[config.mk]
export PLATFORM = sky130hd
export DESIGN_NAME = nibble_serial_adder_ctrl
export DESIGN_NICKNAME = d
export VERILOG_FILES = /design/src/rtl/nibble_adder_pkg.sv /design/src/rtl/four_bit_full_adder.sv /design/src/rtl/nibble_serial_adder_ctrl.sv
export SDC_FILE = /design/constraint.sdc
export NUM_CORES = 1
export LEC_CHECK = 0
export CORE_ASPECT_RATIO = 1.25
export CORE_MARGIN = 1.5
export CORE_UTILIZATION = 53
export DETAILED_ROUTE_END_ITERATION = 7
export GPL_ROUTABILITY_DRIVEN = 0
export GPL_TIMING_DRIVEN = 0
export PLACE_DENSITY = 0.81
export REMOVE_ABC_BUFFERS = 1
export SETUP_SLACK_MARGIN = 0.05
export SYNTH_ARGS = -nofsm -noshare
export SYNTH_HDL_FRONTEND = slang
export SYNTH_SLANG_ARGS = --single-unit
[constraint.sdc]
create_clock -name clk -period 7.5 [get_ports clk]
set_input_delay 1.875 -clock clk [delete_from_list [all_inputs] [get_ports clk]]
set_output_delay 1.875 -clock clk [all_outputs]
set_load 0.01 [all_outputs]
[src/rtl/nibble_adder_pkg.sv]
// ---------------------------------------------------------------------------
// nibble_adder_pkg
// Shared definitions for the nibble-serial adder controller.
//   nsa_state_t : controller FSM state encoding (IDLE, RUN, DONE)
//   NIBBLE_W    : width of the shared adder cell, in bits
// ---------------------------------------------------------------------------
package nibble_adder_pkg;

    typedef enum logic [1:0] {
        IDLE = 2'd0,
        RUN  = 2'd1,
        DONE = 2'd2
    } nsa_state_t;

    localparam int NIBBLE_W = 4;

endpackage : nibble_adder_pkg

[src/rtl/four_bit_full_adder.sv]
// ---------------------------------------------------------------------------
// four_bit_full_adder
// Purely combinational 4-bit ripple-carry adder cell.
// Ports:
//   a, b  : 4-bit addends
//   cin   : carry into bit 0
//   sum   : 4-bit sum
//   cout  : carry out of bit 3
// ---------------------------------------------------------------------------
module four_bit_full_adder (
    input  logic [3:0] a,
    input  logic [3:0] b,
    input  logic       cin,
    output logic [3:0] sum,
    output logic       cout
);

    // w_carry[k] is the carry into bit k; w_carry[4] leaves the cell.
    logic [4:0] w_carry;

    assign w_carry[0] = cin;

    generate
        for (genvar gi = 0; gi < 4; gi++) begin : g_bit
            assign sum[gi]         = a[gi] ^ b[gi] ^ w_carry[gi];
            assign w_carry[gi + 1] = (a[gi] & b[gi]) | (w_carry[gi] & (a[gi] ^ b[gi]));
        end
    endgenerate

    assign cout = w_carry[4];

endmodule : four_bit_full_adder

[src/rtl/nibble_serial_adder_ctrl.sv]
// ---------------------------------------------------------------------------
// nibble_serial_adder_ctrl
// Adds two WIDTH-bit operands using a single shared 4-bit adder cell, one
// nibble per clock, least-significant nibble first. The carry between
// nibbles is held in a register. Operands arrive on a valid/ready handshake
// and the result leaves on a second valid/ready handshake.
//
// Ports:
//   clk        : rising-edge clock
//   rst        : asynchronous active-high reset
//   in_valid   : a/b/cin are valid
//   in_ready   : controller is idle and will accept operands
//   a, b       : WIDTH-bit operands
//   cin        : carry into nibble 0
//   out_valid  : sum/cout hold a finished result
//   out_ready  : consumer accepts the result
//   sum        : registered WIDTH-bit sum
//   cout       : registered final carry-out
//   busy       : an operation is running or waiting to be collected
// ---------------------------------------------------------------------------
module nibble_serial_adder_ctrl
    import nibble_adder_pkg::*;
#(
    parameter int WIDTH = 16
) (
    input  logic             clk,
    input  logic             rst,
    input  logic             in_valid,
    output logic             in_ready,
    input  logic [WIDTH-1:0] a,
    input  logic [WIDTH-1:0] b,
    input  logic             cin,
    output logic             out_valid,
    input  logic             out_ready,
    output logic [WIDTH-1:0] sum,
    output logic             cout,
    output logic             busy
);

    localparam int NIBBLES = WIDTH / NIBBLE_W;
    localparam int CNT_W   = (NIBBLES > 1) ? $clog2(NIBBLES) : 1;

    generate
        if ((WIDTH < NIBBLE_W) || ((WIDTH % NIBBLE_W) != 0)) begin : g_bad_width
            $error("nibble_serial_adder_ctrl: WIDTH must be a multiple of 4 and >= 4");
        end
    endgenerate

    // ---------------------------------------------------------------------
    // State and datapath registers
    // ---------------------------------------------------------------------
    nsa_state_t          r_state;
    nsa_state_t          w_state_next;
    logic [CNT_W-1:0]    r_idx;
    logic [WIDTH-1:0]    r_a;
    logic [WIDTH-1:0]    r_b;
    logic [WIDTH-1:0]    r_sum;
    logic                r_carry;
    logic                r_cout;

    // ---------------------------------------------------------------------
    // Nibble views of the latched operands, selected by the nibble index
    // ---------------------------------------------------------------------
    logic [NIBBLE_W-1:0] w_a_nib [NIBBLES];
    logic [NIBBLE_W-1:0] w_b_nib [NIBBLES];

    generate
        for (genvar gi = 0; gi < NIBBLES; gi++) begin : g_nib
            assign w_a_nib[gi] = r_a[gi*NIBBLE_W +: NIBBLE_W];
            assign w_b_nib[gi] = r_b[gi*NIBBLE_W +: NIBBLE_W];
        end
    endgenerate

    logic [NIBBLE_W-1:0] w_add_a;
    logic [NIBBLE_W-1:0] w_add_b;
    logic [NIBBLE_W-1:0] w_add_sum;
    logic                w_add_cout;
    logic                w_last;

    assign w_add_a = w_a_nib[r_idx];
    assign w_add_b = w_b_nib[r_idx];

    // With a single nibble the index is always 0, so this is constant true.
    assign w_last  = (r_idx == CNT_W'(NIBBLES - 1));

    four_bit_full_adder u_adder (
        .a    (w_add_a),
        .b    (w_add_b),
        .cin  (r_carry),
        .sum  (w_add_sum),
        .cout (w_add_cout)
    );

    // ---------------------------------------------------------------------
    // FSM: state register
    // ---------------------------------------------------------------------
    always_ff @(posedge clk or posedge rst) begin
        if (rst) begin
            r_state <= IDLE;
        end else begin
            r_state <= w_state_next;
        end
    end

    // ---------------------------------------------------------------------
    // FSM: next state and handshake outputs. Both handshake outputs depend
    // only on the registered state (and rst), never on the peer's signal.
    // ---------------------------------------------------------------------
    always_comb begin
        w_state_next = r_state;
        in_ready     = 1'b0;
        out_valid    = 1'b0;
        busy         = 1'b0;

        case (r_state)
            IDLE: begin
                in_ready = !rst;
                if (in_valid) begin
                    w_state_next = RUN;
                end
            end
            RUN: begin
                busy = 1'b1;
                if (w_last) begin
                    w_state_next = DONE;
                end
            end
            DONE: begin
                busy      = 1'b1;
                out_valid = 1'b1;
                if (out_ready) begin
                    w_state_next = IDLE;
                end
            end
            default: begin
                w_state_next = IDLE;
            end
        endcase
    end

    // ---------------------------------------------------------------------
    // Datapath: operand capture, per-nibble sum write-back, carry ripple
    // ---------------------------------------------------------------------
    always_ff @(posedge clk or posedge rst) begin
        if (rst) begin
            r_idx   <= '0;
            r_a     <= '0;
            r_b     <= '0;
            r_sum   <= '0;
            r_carry <= 1'b0;
            r_cout  <= 1'b0;
        end else begin
            case (r_state)
                IDLE: begin
                    // in_ready is high whenever rst is low in IDLE
                    if (in_valid) begin
                        r_a     <= a;
                        r_b     <= b;
                        r_carry <= cin;
                        r_idx   <= '0;
                    end
                end
                RUN: begin
                    // Only the current nibble is written; the others keep
                    // whatever they held until their turn comes.
                    for (int i = 0; i < NIBBLES; i++) begin
                        if (r_idx == CNT_W'(i)) begin
                            r_sum[i*NIBBLE_W +: NIBBLE_W] <= w_add_sum;
                        end
                    end
                    r_carry <= w_add_cout;
                    if (w_last) begin
                        r_cout <= w_add_cout;
                        r_idx  <= '0;
                    end else begin
                        r_idx  <= r_idx + 1'b1;
                    end
                end
                default: begin
                    // DONE: result registers hold their value
                end
            endcase
        end
    end

    assign sum  = r_sum;
    assign cout = r_cout;

endmodule : nibble_serial_adder_ctrl

; ---- Yosys cells after proc, flatten, opt, wreduce, memory -nomap -nowiden
; Index checks and enable logic that the tools add are counted.
; W data, S select, Z words.
[word_totals]
ff_bits = 54
in_bits = 37
out_inout_bits = 20
[classes]
addsub = 1
n_lt_le_gt_ge = 1
eq_ne = 8
muxes = 18
n_bitwise = 21
reduce_logical = 12
[op_table]
columns = operator, n
row1 = $bmux W4 S2, 2
row2 = $mux W4, 4
row3 = $reduce_and A2 Y1, 6
row4 = $mux W2, 5
row5 = $and A1 B1 Y1, 8
row6 = $xor A1 B1 Y1, 8
row7 = $eq A2 B2 Y1 const B, 3
row8 = $ne A2 B2 Y1 const B, 3
row9 = $pmux W2 S3, 1
row10 = $eq A2 B1 Y1 const B, 2
row11 = $logic_not A2 Y1, 2
row12 = $mux W1, 4
row13 = $or A1 B1 Y1, 4
row14 = $pmux W2 S2, 1
row15 = $ge A3 B3 Y1 const B, 1
row16 = $not A2 Y3, 1
row17 = $reduce_and A3 Y1, 1
row18 = $add A2 B1 Y2 const B, 1
row19 = $pmux W1 S2, 1
row20 = $reduce_bool A2 Y1, 1
row21 = $reduce_or A2 Y1, 1
row22 = $logic_not A1 Y1, 1

; ---- Depth between registers and ports, before layout
[logic_depth]
word_depth = 14
ltp_mapped = 11
ltp_nobuf = 10

; ---- Hierarchy
; From an unflattened synthesis, not the netlist that was laid out.
[hier_totals]
cells_unflattened = 162
hier_area_um2 = 2508.7
[modules_own_cells]
columns = module, n_inst, cells_each, area_each_um2, seq_area_each_um2
row1 = nibble_serial_adder_ctrl, 1, 148, 2391.0, 1351.3
row2 = four_bit_full_adder, 1, 14, 117.6, 0.0

; ---- Worst setup path after synthesis
; No wires, ideal clock.
[synth_timing]
path_type = input-to-output
from = in rst
to = out in_ready
arrival_ns = 2.053
t_required_ns = 5.625
path_slack_ns = 3.572
stages = 1
n_path_buf = 0
path_cell_list = nor2b_1
[synth_between]
elab_chain_len = 2
[synth_lines]
columns = element, line_no
row1 = "start, declared", nibble_serial_adder_ctrl.sv:27  ; input logic rst,
row2 = $logic_not A1 Y1 (no line), -
row3 = $mux W1, nibble_serial_adder_ctrl.sv:115  ; case (r_state)
row4 = "end, declared", nibble_serial_adder_ctrl.sv:29  ; output logic in_ready,
; Every way passes these cells.

; ---- Final worst setup path
; Same ends and word-level chain as after synthesis.

==> results.tsv <==
stage	metric	value	unit
detailed_routing	Remaining DRCs	0	
timing	clk_skew	0.004482	ns
clocking	number of buffers inserted to repair setup after CTS	0	
critical_path	cell repeated most along the worst path	sky130_fd_sc_hd__clkdlybuf4s50_1	
hold_path	destination of the worst hold path	cout	
floorplanning	Vert. Die Dim	79.15	um
synthesis	Synth Register Bits	54	
floorplanning	die width	63.92	um
grt	antenna violations before repair	0	
timing	Max Clock Freq	206.1	MHz
critical_path	CP Cell Sequence	clkdlybuf4s50_1 -> nor2b_1 -> clkdlybuf4s50_1	
critical_path	critical register-to-register path startpoint	r_idx[0]	
critical_path	start point of the critical path	rst	
critical_path	critical setup path kind	input pin to primary output	
final_layout	share of final-layout standard cells stronger than drive strength 1	25.88	%
critical_path	critical register-to-register path endpoint	sum[3]	
critical_path	count of cells along the worst register-to-register path	9	
synthesis	number of standard cells after synthesis	169	
clocking	number of buffers on the longest clock path	2	
grt	global-route wire length before repair	7320	um
timing	worst slew margin relative to its limit	49.08	%
synthesis	count of synthesis-stage warnings from yosys	0	
final_layout	Final Cell Area	3148	um2
detailed_routing	DR WL/cell	15.50	um
clocking	level count of the clock H-tree	2	
synthesis	top_reg_cell synth	sky130_fd_sc_hd__dfrtp_1	
detailed_routing	length of the first detailed-routing pass in iterations	4	
floorplanning	number of standard-cell rows in the floorplan	27	
detailed_routing	Antenna Violating Nets Remaining	0	
place	port bufs	56	
timing	measured slew at the worst slew-check pin	0.7611	ns
detailed_routing	Initial DRC Count	80	
timing	Sum Neg Setup Slack	0	ns
clocking	Reg clk slew, reported paths	0.08	ns
critical_path	endpoint type of the worst setup path	primary output	
grt	total gr overflow	0	
grt	total track usage	19.15	%
power	total leakage power	1.349	nW
detailed_routing	detailed-route vias per instance	5.360	
synthesis	Async S/R FF share, synth	100.0	%
timing	clock period minus worst slack	4.851	ns
floorplanning	core box area	4425	um2
hold_path	Min-Delay Path Class	flip-flop to flip-flop	
synthesis	fraction of the yosys area taken by sequential cells	54.96	%
final_layout	number of diodes added for antenna fixing	0	
hold_path	worst hold path startpoint	cout	
status	run status	finished, final reports clean	
timing	Max Transition Viols Final	0	
synthesis	area of the mapped netlist	2459	um2
synthesis	EDFF count, synth	0	
final_layout	area added between synthesis and finish	28.04	%
critical_path	WP data arrival	2.98	ns
grt	maximum number of pins on one net before global-route repair	38	
critical_path	setup slack on the worst flop-to-flop path	4.25	ns
final_layout	number of fill cells	308	
synthesis	number of distinct standard cells referenced by the synthesized netlist	20	
hold_path	worst hold stages	2	
place	sum of net half-perimeters after detailed placement	3378	um
detailed_routing	Routed WL	4433	um
timing	hold violation total from the final report	0	
clocking	Sinks on Clock Net	54	
floorplanning	effective utilization at floorplan	55.56	%
critical_path	delay of the slowest cell on the worst path	0.55	ns
detailed_routing	via count of the routed design	1533	
critical_path	slowest stage cell on the critical path	sky130_fd_sc_hd__clkdlybuf4s50_1	
place	post-place instance area	3057	um2
floorplanning	Die Footprint	5059	um2
clocking	clock latency at the later pin of the worst-skew pair	0.30	ns
timing	share of the clock period used by the worst path after layout	64.68	%
power	Pwr Total	1.419	mW
power	power density of the placed cells	450.7	nW/um2
timing	Setup-failing EPs final	0	
floorplanning	number of ports placed on the die boundary	57	
clocking	TritonCTS clock tree	yes	
final_layout	final net count	275	
critical_path	Setup crit start kind	input pin	
power	Peak supply drop	0.1979	mV
clocking	cts bufs inserted	5	
clocking	CTS resizes	0	
synthesis	post-synthesis average cell area	14.55	um2
run	maxcap violations	0	
critical_path	WP data required	5.62	ns
clocking	total of hold buffers inserted after clock tree synthesis	0	
timing	RSZ-0062 raised after global routing	no	
clocking	cell at the root of the clock tree	sky130_fd_sc_hd__clkbuf_8	
critical_path	critical-path maximum fanout	2	
grt	number of global-route vias before repair	1569	
cell usage in the layout (no fill, tap or decap), drive strengths merged, types with 2 or more instances in the layout:
cell / synthesis / final
a31oi: 2 / 2
a32o: 2 / 2
clkbuf: 0 / 7
clkdlybuf4s50: 0 / 56
dfrtp: 54 / 54
fa: 4 / 4
ha: 7 / 7
inv: 13 / 13
mux2: 41 / 41
mux4: 8 / 8
nand2: 14 / 14
nand2b: 3 / 3
o21ai: 9 / 9
per-layer routing:
metal	vias to the layer above	part of all wire, %	global-route usage [%]
met5	-	0	0
met4	0	1.7	7.174
met3	9	4.4	4.816
met2	49	54	33.85
met1	778	40	22.24
li1	697	-	-
worst max-delay path, delay by kind of cell:
kind	cells	cell delay (ns)
and+or+nand+nor	1	0.12
buffers and inverters	2	0.98
area by class of cell:
class | count | area, um2 | area share [%]
sequential | 54 | 1351 | 42.93
clock inverter | 1 | 5.005 | 0.1590
inverter | 13 | 48.80 | 1.550
tap | 58 | 72.57 | 2.305
multi-input combinational | 96 | 1003 | 31.88
clock buffer | 7 | 86.33 | 2.742
timing repair buffer | 57 | 580.6 | 18.44
state kept, by name, indices dropped and copies added (netlist names):
signal and flops:
r_a 16, cout 1, r_idx 2, r_b 16, r_carry 1, sum 16, r_state 2
where the power goes:
part	switching [mW]	internal (mW)	leakage, nW
registers	0.0974	0.440	0.645
clock network	0.0872	0.0746	0.0482
logic	0.309	0.410	0.655
total	0.494	0.925	1.35
synthesized netlist by cell type (2+ instances only):
library cell               instances  share of area, %
sky130_fd_sc_hd__a31oi_1           2              0.51
sky130_fd_sc_hd__a32o_1            2              0.81
sky130_fd_sc_hd__buf_2             2              0.41
sky130_fd_sc_hd__buf_6             4               1.8
sky130_fd_sc_hd__dfrtp_1          54                55
sky130_fd_sc_hd__fa_1              4               3.3
sky130_fd_sc_hd__ha_1              7               3.6
sky130_fd_sc_hd__inv_1            13               2.0
sky130_fd_sc_hd__mux2_2           41                19
sky130_fd_sc_hd__mux4_2            8               7.3
sky130_fd_sc_hd__nand2_1          13               2.0
sky130_fd_sc_hd__nand2b_1          3              0.76
sky130_fd_sc_hd__o21ai_0           9               1.8
stage by stage:
step	std cells	util, %	worst slack (ns)	hold WS [ns]
2_1_floorplan	163	-	3.572	0.4740
6_report	286	71.13	2.649	0.4863
3_5_place_dp	278	69.07	2.657	0.4740
4_1_cts	286	71.13	2.640	0.4938
5_1_grt	286	71.13	2.626	0.5054
3_3_place_gp	277	68.62	2.683	0.4598
kinds of logic after synthesis:
family | synth area share, %
adder cells (fa/ha/maj) | 6.819
flip-flops | 54.96
AND/OR/NAND/NOR | 3.613
buffers and inverters | 4.224
AO/OA/AOI/OAI | 3.868
multiplexers | 26.51
worst max-delay path by stage:
| stage | endpoint | slack [ns] | depth (start not counted) |
|---|---|---|---|
| 2_1_floorplan | in_ready | 3.57 | 1 |
| 3_3_place_gp | in_ready | 2.68 | 3 |
| 3_5_place_dp | in_ready | 2.66 | 3 |
| 4_1_cts | in_ready | 2.64 | 3 |
| 5_1_grt | in_ready | 2.63 | 3 |
| 6_report | in_ready | 2.65 | 3 |
No activity file was read; power rests on OpenSTA's default activity.
==> variant 1 (same flow settings) <==
Re-encode `nsa_state_t` (3 states) as one-hot, 3 bits wide.
--- a/src/rtl/nibble_adder_pkg.sv
+++ b/src/rtl/nibble_adder_pkg.sv
@@ -6,10 +6,10 @@
 // ---------------------------------------------------------------------------
 package nibble_adder_pkg;
 
-    typedef enum logic [1:0] {
-        IDLE = 2'd0,
-        RUN  = 2'd1,
-        DONE = 2'd2
+    typedef enum logic [2:0] {
+        IDLE = 3'b001,
+        RUN  = 3'b010,
+        DONE = 3'b100
     } nsa_state_t;
 
     localparam int NIBBLE_W = 4;
Function: no difference found for any inputs over 10 cycles, from zero or initial values and one cycle with rst high; not proved beyond that.
==> variant 1 against the original RTL <==
Sequential cell count rose by 1. Critical path type unchanged. Non-clock buffer count up 2. Sequential share of layout area fell by 0.25 points. Final area up 2.5%. Global-route usage up 0.97 points. Area after synthesis rose by 2.6%. Critical path depth is the same. Total power fell by 6.6%. Setup slack lost 0.23 ns. Routed wire length up 6.2%. Sequential power grew 0.7%. Count of clock-buffer cells in the layout did not move. Hold slack improved by 0.0055 ns.
==> variant 1: results (changes against the original RTL) <==
stage;metric;value;unit;change
routing;Metal-1 WL;1.86;mm;was 1.78 mm
run_status;status;finished, final reports clean;;unchanged
timing;Setup Skew;0.00255;ns;was 0.00448 ns
logic_synthesis;syn_area_per_cell;14.8;µm²;was 14.5 µm²
global_route;largest net degree at the start of global routing;43;;was 38
routing;Iteration-0 DRC Markers;46;;was 80
place;hpwl dp;3.66;mm;was 3.38 mm
routing;Met2 Wirelength;2.59;mm;was 2.38 mm
critical_path;WP data arrival;3.20;ns;was 2.98 ns
logic_synthesis;sequential-to-total area share from yosys stat;54.6;%;was 55.0%
global_route;first-pass GRT wire length;7.78;mm;was 7.32 mm
final_layout;Cell Count, Final, Fillers Out;288;;was 286
logic_synthesis;Synth Area in Adders;5.16;%;was 6.82%
global_route;vias in the first global route;1653;;was 1569
final_layout;nets@finish;274;;was 275
global_route;Global Route met1 Usage;23.3;%;was 22.2%
routing;WL met3;174;µm;was 194 µm
timing;Final WS setup;2.42;ns;was 2.65 ns
global_route;met2 usage;36.0;%;was 33.9%
timing;Tightest Pin Transition;0.650;ns;was 0.761 ns
global_route;met3 usage;3.50;%;was 4.82%
power;Leak;0.00138;µW;was 0.00135 µW
critical_path;Worst R2R End;sum[7]$_DFFE_PP0P_;;was sum[3]$_DFFE_PP0P_
logic_synthesis;Synth cell types;26;;was 20
place;placed inst area;3120;µm²;was 3060 µm²
critical_path;Worst R2R Setup Slack;4.30;ns;was 4.25 ns
place;Placed Cells incl. Taps;280;;was 278
routing;Routed WL per cell;16.4;µm;was 15.5 µm
logic_synthesis;synth cell count leaders;dfrtp_1 (54), mux2_2 (40), inv_1 (12);;was dfrtp_1 (54), mux2_2 (41), inv_1 (13), nand2_1 (13), o21ai_0 (9)
final_layout;layout cells sized above 1;27.4;%;was 25.9%
logic_synthesis;compound-gate portion of the synthesized area;3.32;%;was 3.87%
logic_synthesis;top cells by area, synth;dfrtp_1 (54%), mux2_2 (18%), mux4_2 (7.1%);;was dfrtp_1 (55%), mux2_2 (19%), mux4_2 (7.3%)
==> variant 1: power breakdown <==
part           switching, µW  internal (µW)
clock network           92.8           84.1
registers                104            439
logic                    249            357
==> variant 1: layout make-up <==
cell class / instances / area, µm²
clock buffers: 7 / 96.3
clock inverters: 1 / 7.51
fillers: 298 / 1260
inverters: 12 / 45.0
multi-input cells: 96 / 1030
flip-flops and latches: 55 / 1380
well taps: 58 / 72.6
repair buffers: 59 / 603
==> variant 1: worst min-delay path by stage <==
stage	depth (start not counted)	slack (ns)	end
after floorplan	1	0.48	r_a[10]$_DFFE_PP0P_
after global placement	2	0.46	sum[5]$_DFFE_PP0P_
after detailed placement	2	0.47	sum[5]$_DFFE_PP0P_
after CTS	2	0.49	sum[5]$_DFFE_PP0P_
after global routing	2	0.52	sum[11]$_DFFE_PP0P_
final	2	0.49	sum[5]$_DFFE_PP0P_
==> variant 1: critical path, stage by stage <==
cell	delay [ns]
clkdlybuf4s50_1	0.43
nor4b_1	0.29
clkdlybuf4s50_1	0.61
==> variant 2 (same flow settings) <==
Without the edit above. `WIDTH`: 16 -> 32.
--- a/src/rtl/nibble_serial_adder_ctrl.sv
+++ b/src/rtl/nibble_serial_adder_ctrl.sv
@@ -21,7 +21,7 @@
 module nibble_serial_adder_ctrl
     import nibble_adder_pkg::*;
 #(
-    parameter int WIDTH = 16
+    parameter int WIDTH = 32
 ) (
     input  logic             clk,
     input  logic             rst,
Ports: changed (resized a, b and sum); port bits go from 57 to 105. The function was not compared with the original's and may differ.
==> variant 2 against the original RTL <==
First-iteration DRC count rose by 36%. Final area rose by 89%. Routed wire length rose by 100%. Area after synthesis rose by 87%. Cell count rose by 81%. Total power rose by 85%. Sequential cell count rose by 49. Setup slack got worse by 0.028 ns. Critical path type unchanged. Largest cell class unchanged. Highest routed layer unchanged.
==> variant 2: results (changes against the original RTL) <==
stage;metric;value;unit;change
routing;Iteration-0 DRC Markers;109;;was 80
critical_path;WP data arrival;3.00;ns;was 2.98 ns
logic_synthesis;top cell type's share of synthesized area;56.1;%;was 55.0%
logic_synthesis;Synth Area in Adders;4.19;%;was 6.82%
routing;final wirelength;8.96;mm;was 4.43 mm
power;Leak;0.00259;µW;was 0.00135 µW
run_status;status;finished, final reports clean;;unchanged
final_layout;Layout clock area frac;3.70;%;was 2.90%
place;IO buf count;104;;was 56
place;Placed Cells incl. Taps;503;;was 278
routing;via count;2873;;was 1533
final_layout;inverter count;11;;was 13
clock_tree;Worst-Skew Late Latency;0.37;ns;was 0.30 ns
final_layout;Cell Count, Final, Fillers Out;519;;was 286
logic_synthesis;sequential-to-total area share from yosys stat;56.1;%;was 55.0%
final_layout;# clk buffers;9;;was 7
final_layout;#MultiIn Comb;186;;was 96
logic_synthesis;mux share of post-synthesis cell area;29.8;%;was 26.5%
routing;Metal-1 WL;3.73;mm;was 1.78 mm
routing;Met2 Wirelength;4.61;mm;was 2.38 mm
logic_synthesis;Synth cell types;23;;was 20
final_layout;Non-CTS buffers;106;;was 57
final_layout;layout cells sized above 1;24.9;%;was 25.9%
critical_path;Worst R2R Setup Slack;3.58;ns;was 4.25 ns
final_layout;non-clk buf share;18.3;%;was 18.4%
logic_synthesis;#FFs+latches synth;103;;was 54
final_layout;Fillers;583;;was 308
critical_path;cells on worst reg2reg path;11;;was 9
variant 2: routing by layer:
metal | track usage, % | vias up
met5 | 0 | -
met1 | 27.6 | 1432
met3 | 3.39 | 16
met4 | 10.3 | 0
li1 | - | 1332
met2 | 37.0 | 93
variant 2: cells by family after synthesis:
kind of cell / count (synthesis)
AOI/OAI and AO/OA: 24
adders and majority gates: 13
buffers and inverters: 23
DFF: 103
muxes: 102
and+or+nand+nor: 47
variant 2: worst max-delay path, stage by stage:
cell             delay (ns)
clkdlybuf4s50_1        0.47
nor2b_1                0.13
clkdlybuf4s50_1        0.53
variant 2: worst min-delay path by stage:
stage	startpoint	endpoint	cells after the start
after floorplan	r_a[24]$_DFFE_PP0P_	r_a[24]$_DFFE_PP0P_	1
after global placement	sum[1]$_DFFE_PP0P_	sum[1]$_DFFE_PP0P_	2
after detailed placement	sum[3]$_DFFE_PP0P_	sum[3]$_DFFE_PP0P_	2
after CTS	sum[3]$_DFFE_PP0P_	sum[3]$_DFFE_PP0P_	2
after global routing	r_b[20]$_DFFE_PP0P_	r_b[20]$_DFFE_PP0P_	1
final	sum[3]$_DFFE_PP0P_	sum[3]$_DFFE_PP0P_	2
variant 2: through the flow:
step | worst slack (ns) | hold slack, ns | power (µW) | instance area (µm²)
floorplan | 2.92 | 0.471 | 1770 | 4520
global placement | 1.52 | 0.460 | 2220 | 5680
detailed placement | 2.62 | 0.470 | 2270 | 5730
CTS | 2.61 | 0.492 | 2660 | 5950
global route | 2.56 | 0.512 | 2810 | 5950
finish | 2.62 | 0.488 | 2620 | 5950
variant 2: power by group through the flow:
stage          Combinational, µW  Sequential, µW  Clock [µW]
3_5_place_dp                1260            1020           0
4_1_cts                     1260            1010         388
6_report                    1240            1000         380
2_1_floorplan                777             991           0
5_1_grt                     1360            1040         409
3_3_place_gp                1220             999           0
